**config.mk**
```make
export PLATFORM = sky130hd
export DESIGN_NAME = bar_level_meter
export DESIGN_NICKNAME = d
export VERILOG_FILES = /design/src/rtl/bar_level_meter.sv
export SDC_FILE = /design/constraint.sdc
export NUM_CORES = 1
export LEC_CHECK = 0
export ABC_AREA = 0
export BUFFER_PORTS_ARGS = -buffer_cell sky130_fd_sc_hd__buf_2
export CORE_ASPECT_RATIO = 0.9
export CORE_MARGIN = 5
export CORE_UTILIZATION = 35
export DETAILED_ROUTE_END_ITERATION = 10
export GPL_TIMING_DRIVEN = 0
export PLACE_DENSITY_LB_ADDON = 0.25
export SETUP_SLACK_MARGIN = 0.02
export SYNTH_ARGS = -nofsm -noshare
export SYNTH_HDL_FRONTEND = slang
export SYNTH_SLANG_ARGS = --single-unit
```
**constraint.sdc**
```tcl
create_clock -name clock -period 2.5 [get_ports clock]
set_input_delay 0.5 -clock clock [delete_from_list [all_inputs] [get_ports clock]]
set_output_delay 0.5 -clock clock [all_outputs]
set_load 0.02 [all_outputs]
```
**src/rtl/bar_level_meter.sv**
```systemverilog
// rtl/bar_level_meter.sv - four-channel peak-hold audio bar level meter
//
// Purpose: tracks the peak magnitude of a time-multiplexed stream of signed
// 8-bit samples per channel, and once per hline strobe turns those peaks into
// 4-bit bar levels with a peak hold followed by a linear decay.
//
// Ports:
//   clock         in   pixel clock
//   reset         in   asynchronous, active-high
//   ena           in   clock enable; all state frozen when low
//   sample_valid  in   sample/sample_ch valid this cycle
//   sample_ch     in   [1:0] channel index (0 -> s1 ... 3 -> s4)
//   sample        in   [7:0] signed two's-complement sample
//   hline         in   level-update strobe (1-cycle pulse)
//   s1..s4        out  [3:0] displayed bar level per channel
//   clip          out  [3:0] per-channel clip flag, bit n = channel n

module bar_level_meter #(
  parameter int HOLD_TICKS = 60,
  parameter int DECAY_DIV  = 8
) (
  input  logic       clock,
  input  logic       reset,
  input  logic       ena,
  input  logic       sample_valid,
  input  logic [1:0] sample_ch,
  input  logic [7:0] sample,
  input  logic       hline,
  output logic [3:0] s1,
  output logic [3:0] s2,
  output logic [3:0] s3,
  output logic [3:0] s4,
  output logic [3:0] clip
);

  localparam logic [7:0] HOLD_INIT = 8'(HOLD_TICKS);
  localparam logic [7:0] DIV_LAST  = 8'(DECAY_DIV - 1);

  logic [3:0] level_q [4];
  logic [3:0] level_d [4];
  logic [3:0] acc_q   [4];
  logic [3:0] acc_d   [4];
  logic [7:0] hold_q  [4];
  logic [7:0] hold_d  [4];
  logic [7:0] div_q, div_d;
  logic [3:0] clip_q, clip_d;

  logic [7:0] neg_sample;
  logic [7:0] abs_val;
  logic [3:0] mag;
  logic       clip_hit;
  logic       do_update;
  logic       do_sample;
  logic       dtick;

  // -128 has no positive 8-bit counterpart, so it saturates to 127.
  assign neg_sample = 8'(~sample + 8'd1);
  assign abs_val    = (sample == 8'h80) ? 8'd127 :
                      (sample[7] ? neg_sample : sample);
  assign mag        = abs_val[6:3];
  assign clip_hit   = (abs_val >= 8'd127);

  assign do_update  = ena & hline;
  assign do_sample  = ena & sample_valid;
  assign dtick      = (div_q == DIV_LAST);

  always_comb begin
    level_d = level_q;
    acc_d   = acc_q;
    hold_d  = hold_q;
    div_d   = div_q;
    clip_d  = clip_q;

    if (do_update) begin
      div_d = dtick ? 8'd0 : 8'(div_q + 8'd1);
      for (int n = 0; n < 4; n++) begin
        // An equal nonzero peak re-arms the hold; an empty interval never does.
        if ((acc_q[n] >= level_q[n]) && (acc_q[n] != 4'd0)) begin
          level_d[n] = acc_q[n];
          hold_d[n]  = HOLD_INIT;
        end else if (hold_q[n] != 8'd0) begin
          hold_d[n]  = 8'(hold_q[n] - 8'd1);
        end else if (dtick && (level_q[n] != 4'd0)) begin
          level_d[n] = 4'(level_q[n] - 4'd1);
        end
        acc_d[n] = 4'd0;
      end
      clip_d = 4'd0;
    end

    // Applied after the hline clear so a coincident sample lands in the
    // next interval instead of being dropped.
    if (do_sample) begin
      if (mag > acc_d[sample_ch]) begin
        acc_d[sample_ch] = mag;
      end
      clip_d[sample_ch] = clip_d[sample_ch] | clip_hit;
    end
  end

  always_ff @(posedge clock or posedge reset) begin
    if (reset) begin
      for (int n = 0; n < 4; n++) begin
        level_q[n] <= 4'd0;
        acc_q[n]   <= 4'd0;
        hold_q[n]  <= 8'd0;
      end
      div_q  <= 8'd0;
      clip_q <= 4'd0;
    end else begin
      level_q <= level_d;
      acc_q   <= acc_d;
      hold_q  <= hold_d;
      div_q   <= div_d;
      clip_q  <= clip_d;
    end
  end

  assign s1   = level_q[0];
  assign s2   = level_q[1];
  assign s3   = level_q[2];
  assign s4   = level_q[3];
  assign clip = clip_q;

endmodule

```
[Word-level counts from Yosys, hierarchy flattened]
Index checks and enable logic that the tools add are counted.
Storage, ports and cells
  output and inout port bits: 20
  bits in registers: 76
Operators by class
  $add $sub $neg: 10
  reduce and logical (&&, ||, !) cells: 38
  bitwise operators: 5
  magnitude comparators: 10
  mux-type cells: 39
  equality and inequality tests: 6
Operators with widths (count)
  two-way mux 8 bit: 11
  two-way mux 4 bit: 17
  two-way mux 16 bit: 3
  nonzero test 4 bit: 8
  nonzero test 8 bit: 4
  subtractor 8 x 1 -> 8 bit, second input constant: 4
  adder 8 x 1 -> 8 bit, second input constant: 2
  bitwise mux 16 bit: 1
  >= comparator 4 bit: 4
  nonzero test 2 bit: 8
  subtractor 4 x 1 -> 4 bit, second input constant: 4
  AND reduction 3 bit: 4
  logical AND 1 bit: 10
  binary-select mux 4 bit (select 2 bit): 1
  demux 4 bit (select 2 bit): 1
  equality test 8 x 3 -> 1 bit, second input constant: 1
  equality test 8 bit, second input constant: 1
  >= comparator 8 x 7 -> 1 bit, second input constant: 1
  != test 2 bit, second input constant: 4
  NOT 8 bit: 1
  AND reduction 2 bit: 4
  bitwise mux 4 bit: 1
  > comparator 4 bit: 1
  >= comparator 3 bit, second input constant: 1
  9 further kinds: 11

[Depth between registers and ports, before layout]
  depth in word-level cells: 8
  depth in mapped cells: 16
  mapped depth without buffers: 14

[Worst setup path after synthesis]
OpenSTA, ideal clock, no wires.
  path type: input-to-reg
  start point: input port sample[0]
  end point: register acc_q[6] (netlist name)
  path buffers: 1
  library setup time: 0.125 ns
  stages: 11
  arrival time: 3.352 ns
  slack: -0.977 ns
  required time: 2.375 ns
  path through: inv_1 -> ha_1 -> or3b_2 -> clkbuf_1 -> o311ai_0 -> o21ai_0 -> inv_1 -> ha_1 -> and4_1 -> nor4_1 -> mux2_2
RTL lines
  start, declared: RTL line 27  | input logic [7:0] sample,
  end signal, assigned by index: RTL line 105  | acc_q[n] <= 4'd0;
  end signal, assigned: RTL line 112  | acc_q <= acc_d;
  end, declared: RTL line 41  | logic [3:0] acc_q [4];

==> results_dict.tcl <==
set metrics [dict create \
    p_comb_share_pct 36.1 \
    drive_above_1_share_pct 19.4 \
    hpwlAfterDp_microns 8530 \
    grtUsageTotal_pct 15.8 \
    share_seq_of_total_power_pct 40.0 \
    numPortBuffers 32 \
    finalSetupTns_ns -1.38 \
    via_count 4083 \
    grt_pass1_wl_microns 20900 \
    die_area_sq_mm 0.0163 \
    vias_per_cell 5.37 \
    drt-total-wl_microns 11900 \
    slew_viol_final 0 \
    synth_top_family_by_area "simple AND/OR/NAND/NOR gates" \
    critPathArrivalTime_ns 2.88 \
    cts_hold_buf 0 \
    ys_types 59 \
    cts_root_buffer "clkbuf_16" \
    synth.most_common_cell "dfrtp_1" \
    numClockSinks 76 \
    synthSimpleGateAreaFrac_pct 25.3 \
    io_pins 35 \
    power.density_mw_per_mm2 883 \
    fin_skew_ns 0.00420 \
    drt-pass1-iter-count 5 \
    final-hold-violation-count 0 \
    crit_type "input pin to register" \
    netlist_area_sq_mm 0.00484 \
    critPathMaxFanout 6 \
    antenna_found_initial 0 \
    layout.nets 636 \
    synth_xor_area_share_pct 5.97 \
    grt_max_degree 42 \
    worstSetupEndpointType "register" \
    synth_compound_area_share_pct 11.1 \
    first_global_vias 4200 \
    setup_violations 15 \
    std_cell_rows 40 \
    swShare_pct 38.5 \
    finish.utilization_pct 44.0 \
    worstMarginPinSlew_ns 0.596 \
    period_minus_slack_ns 2.66 \
    hold_path.class "input pin to async pin" \
    syn-num-nets 580 \
    gr-total-overflow 0 \
    htree_num_levels 3 \
    fin_crit_sh_pct 106 \
    synthCells 531 \
    placed_area_sq_mm 0.00533 \
    ys_seq_area_share_pct 39.3 \
    wl_per_cell_microns 15.7 \
    globalplace.congestion 0.845 \
    clk_latency_ns 0.34 \
    cts_max_path_buffers 2 \
    avgSynthCellArea_sq_um 9.11 \
    slew_headroom_pct 60.2 \
    cts_tree "done" \
    die_h_microns 122 \
    timing.fmax_mhz 376 \
    yosys_most_used_dff "dfrtp_1" \
    drt.antenna.violating_nets 0 \
    violations "setup timing" \
    die_w_microns 134 \
    post-synth-top-area-fraction_pct 39.3 \
    ir_drop_uv 335 \
    setup_slack_ns -0.159 \
    clock_power_share_pct 23.8 \
    synthMuxAreaShare_pct 5.27 \
    p_leak_nw 2.59 \
    ys_seq_elements 76 \
    cts.clk_slew.worst_paths_ns 0.06 \
    rsz0062_at_grt "true" \
    cap_violations 0 \
    fp.coreArea_sq_mm 0.0135 \
    stdcell_area_sq_mm 0.00593 \
    cts_buffers 9 \
    p_int_mw 3.22 \
    drtIter0Drc 222 \
    antenna_cells 0 \
    switchingPower_mw 2.02 \
    ys_async_sr_fraction_pct 100 \
    synth-adder-area-share_pct 8.79 \
    ys_top_cells_by_count "dfrtp_1 (76), nand2_1 (60), nor2_1 (49)" \
    fin_total_pwr_mw 5.23 \
    synth_warnings 0 \
    status "finished, violations left" \
    netlist_top_cells_area "dfrtp_1 (39%), ha_1 (8.8%), nand2_1 (4.7%), nor2_1 (3.8%), xnor2_1 (3.4%)" \
    drc 0 \
    critPathLaunchType "input pin" \
    start_util_pct 35.9 \
    critPathRequiredTime_ns 2.72 \
    synth_edf_count 0 \
    syn2layout_area_growth_pct 22.5 \
    yosysTopAreaCell "dfrtp_1" \
]
==> registers in the layout (all words and copies together) (netlist names) <==
signal and flops:
s4 4, acc_q 16, hold_q 32, clip 4
s3 4, div_q 8, s2 4, s1 4
==> power by group through the flow <==
stage	Sequential, mW	Combinational, mW	Clock (mW)
floorplan	2.12	1.27	0
global placement	2.10	1.73	0
global route	2.17	2.17	1.35
detailed placement	2.11	1.80	0
finish	2.10	1.89	1.25
CTS	2.09	1.88	1.28
==> layout by cell type (no fill, tap or decap), types with 5 or more instances in the layout <==
master,instances
a211oi_1,5
a21oi_1,9
a31oi_1,5
and2_1,9
and3_1,6
buf_2,30
buf_4,13
clkbuf_1,7
clkbuf_16,9
dfrtp_1,75
ha_1,30
inv_1,38
mux2i_1,12
nand2_1,59
nand2b_1,13
nand3_1,26
nand4_1,8
nor2_1,48
nor3_1,16
nor4_1,11
o21ai_0,12
o31ai_1,6
or4_1,11
xnor2_1,19
xor2_1,14
==> path summary, 6_finish.rpt <==
path / endpoint / slack [ns] / from / depth (start not counted)
setup reg to reg: acc_q[14] / -0.01 / acc_q[4] / 9
hold / removal: hold_q[27] / 0.19 / reset / 2
min in group clock: div_q[5] / 0.51 / div_q[5] / 1
setup / recovery: acc_q[14] / -0.16 / sample[1] / 11
max in group asynchronous: acc_q[0] / 1.71 / reset / 3
hold reg to reg: div_q[5] / 0.51 / div_q[5] / 1
==> cells by family (layout without fill, tap and decap cells) <==
family                     count (synthesis)  after routing
buffers and inverters                     55            116
muxes                                     20             20
DFF                                       76             76
AOI/OAI and AO/OA                         76             76
xor gates and xnor gates                  33             33
adders and majority gates                 34             34
and+or+nand+nor                          237            237
==> final cells by class <==
type	count	area, sq um
Fill cell	1275	7530
Multi-Input combinational cell	400	2960
Sequential cell	76	1900
Timing Repair Buffer	50	357
Clock buffer	15	278
Tap cell	168	210
Inverter	42	178
Buffer	8	37.5
Clock inverter	1	5.00
==> critical path, stage by stage <==
cell and delay (ns):
buf_12 0.12, inv_12 0.04, ha_4 0.11, or3b_4 0.43
o21bai_1 0.19, a21oi_2 0.09, a31oi_4 0.22, ha_4 0.24
and4_4 0.20, or3_4 0.43, mux2_4 0.31
==> through the flow <==
step	std cells	setup slack [ns]	hold slack (ns)
3_5_place_dp	732	-1.19	0.499
2_1_floorplan	531	-0.578	0.465
6_report	760	-0.159	0.187
5_1_grt	760	-0.192	0.233
3_3_place_gp	731	-1.15	0.481
4_1_cts	757	-0.113	0.202
==> metal layers <==
metal | track usage [%] | part of all wire (%) | vias up
li1 | - | - | 2013
met1 | 22.2 | 49 | 1999
met2 | 24.6 | 46 | 60
met3 | 2.44 | 3.5 | 11
met4 | 5.98 | 1.5 | 0
met5 | 0 | 0 | -
==> what timing repair did <==
action,in CTS,in global routing
buffers inserted,13,4
gates resized for setup,38,12
pin swaps,14,7
endpoints found under the setup margin,24,22
cloned,0,0
Note: power is estimated with default switching activity, not from simulation.
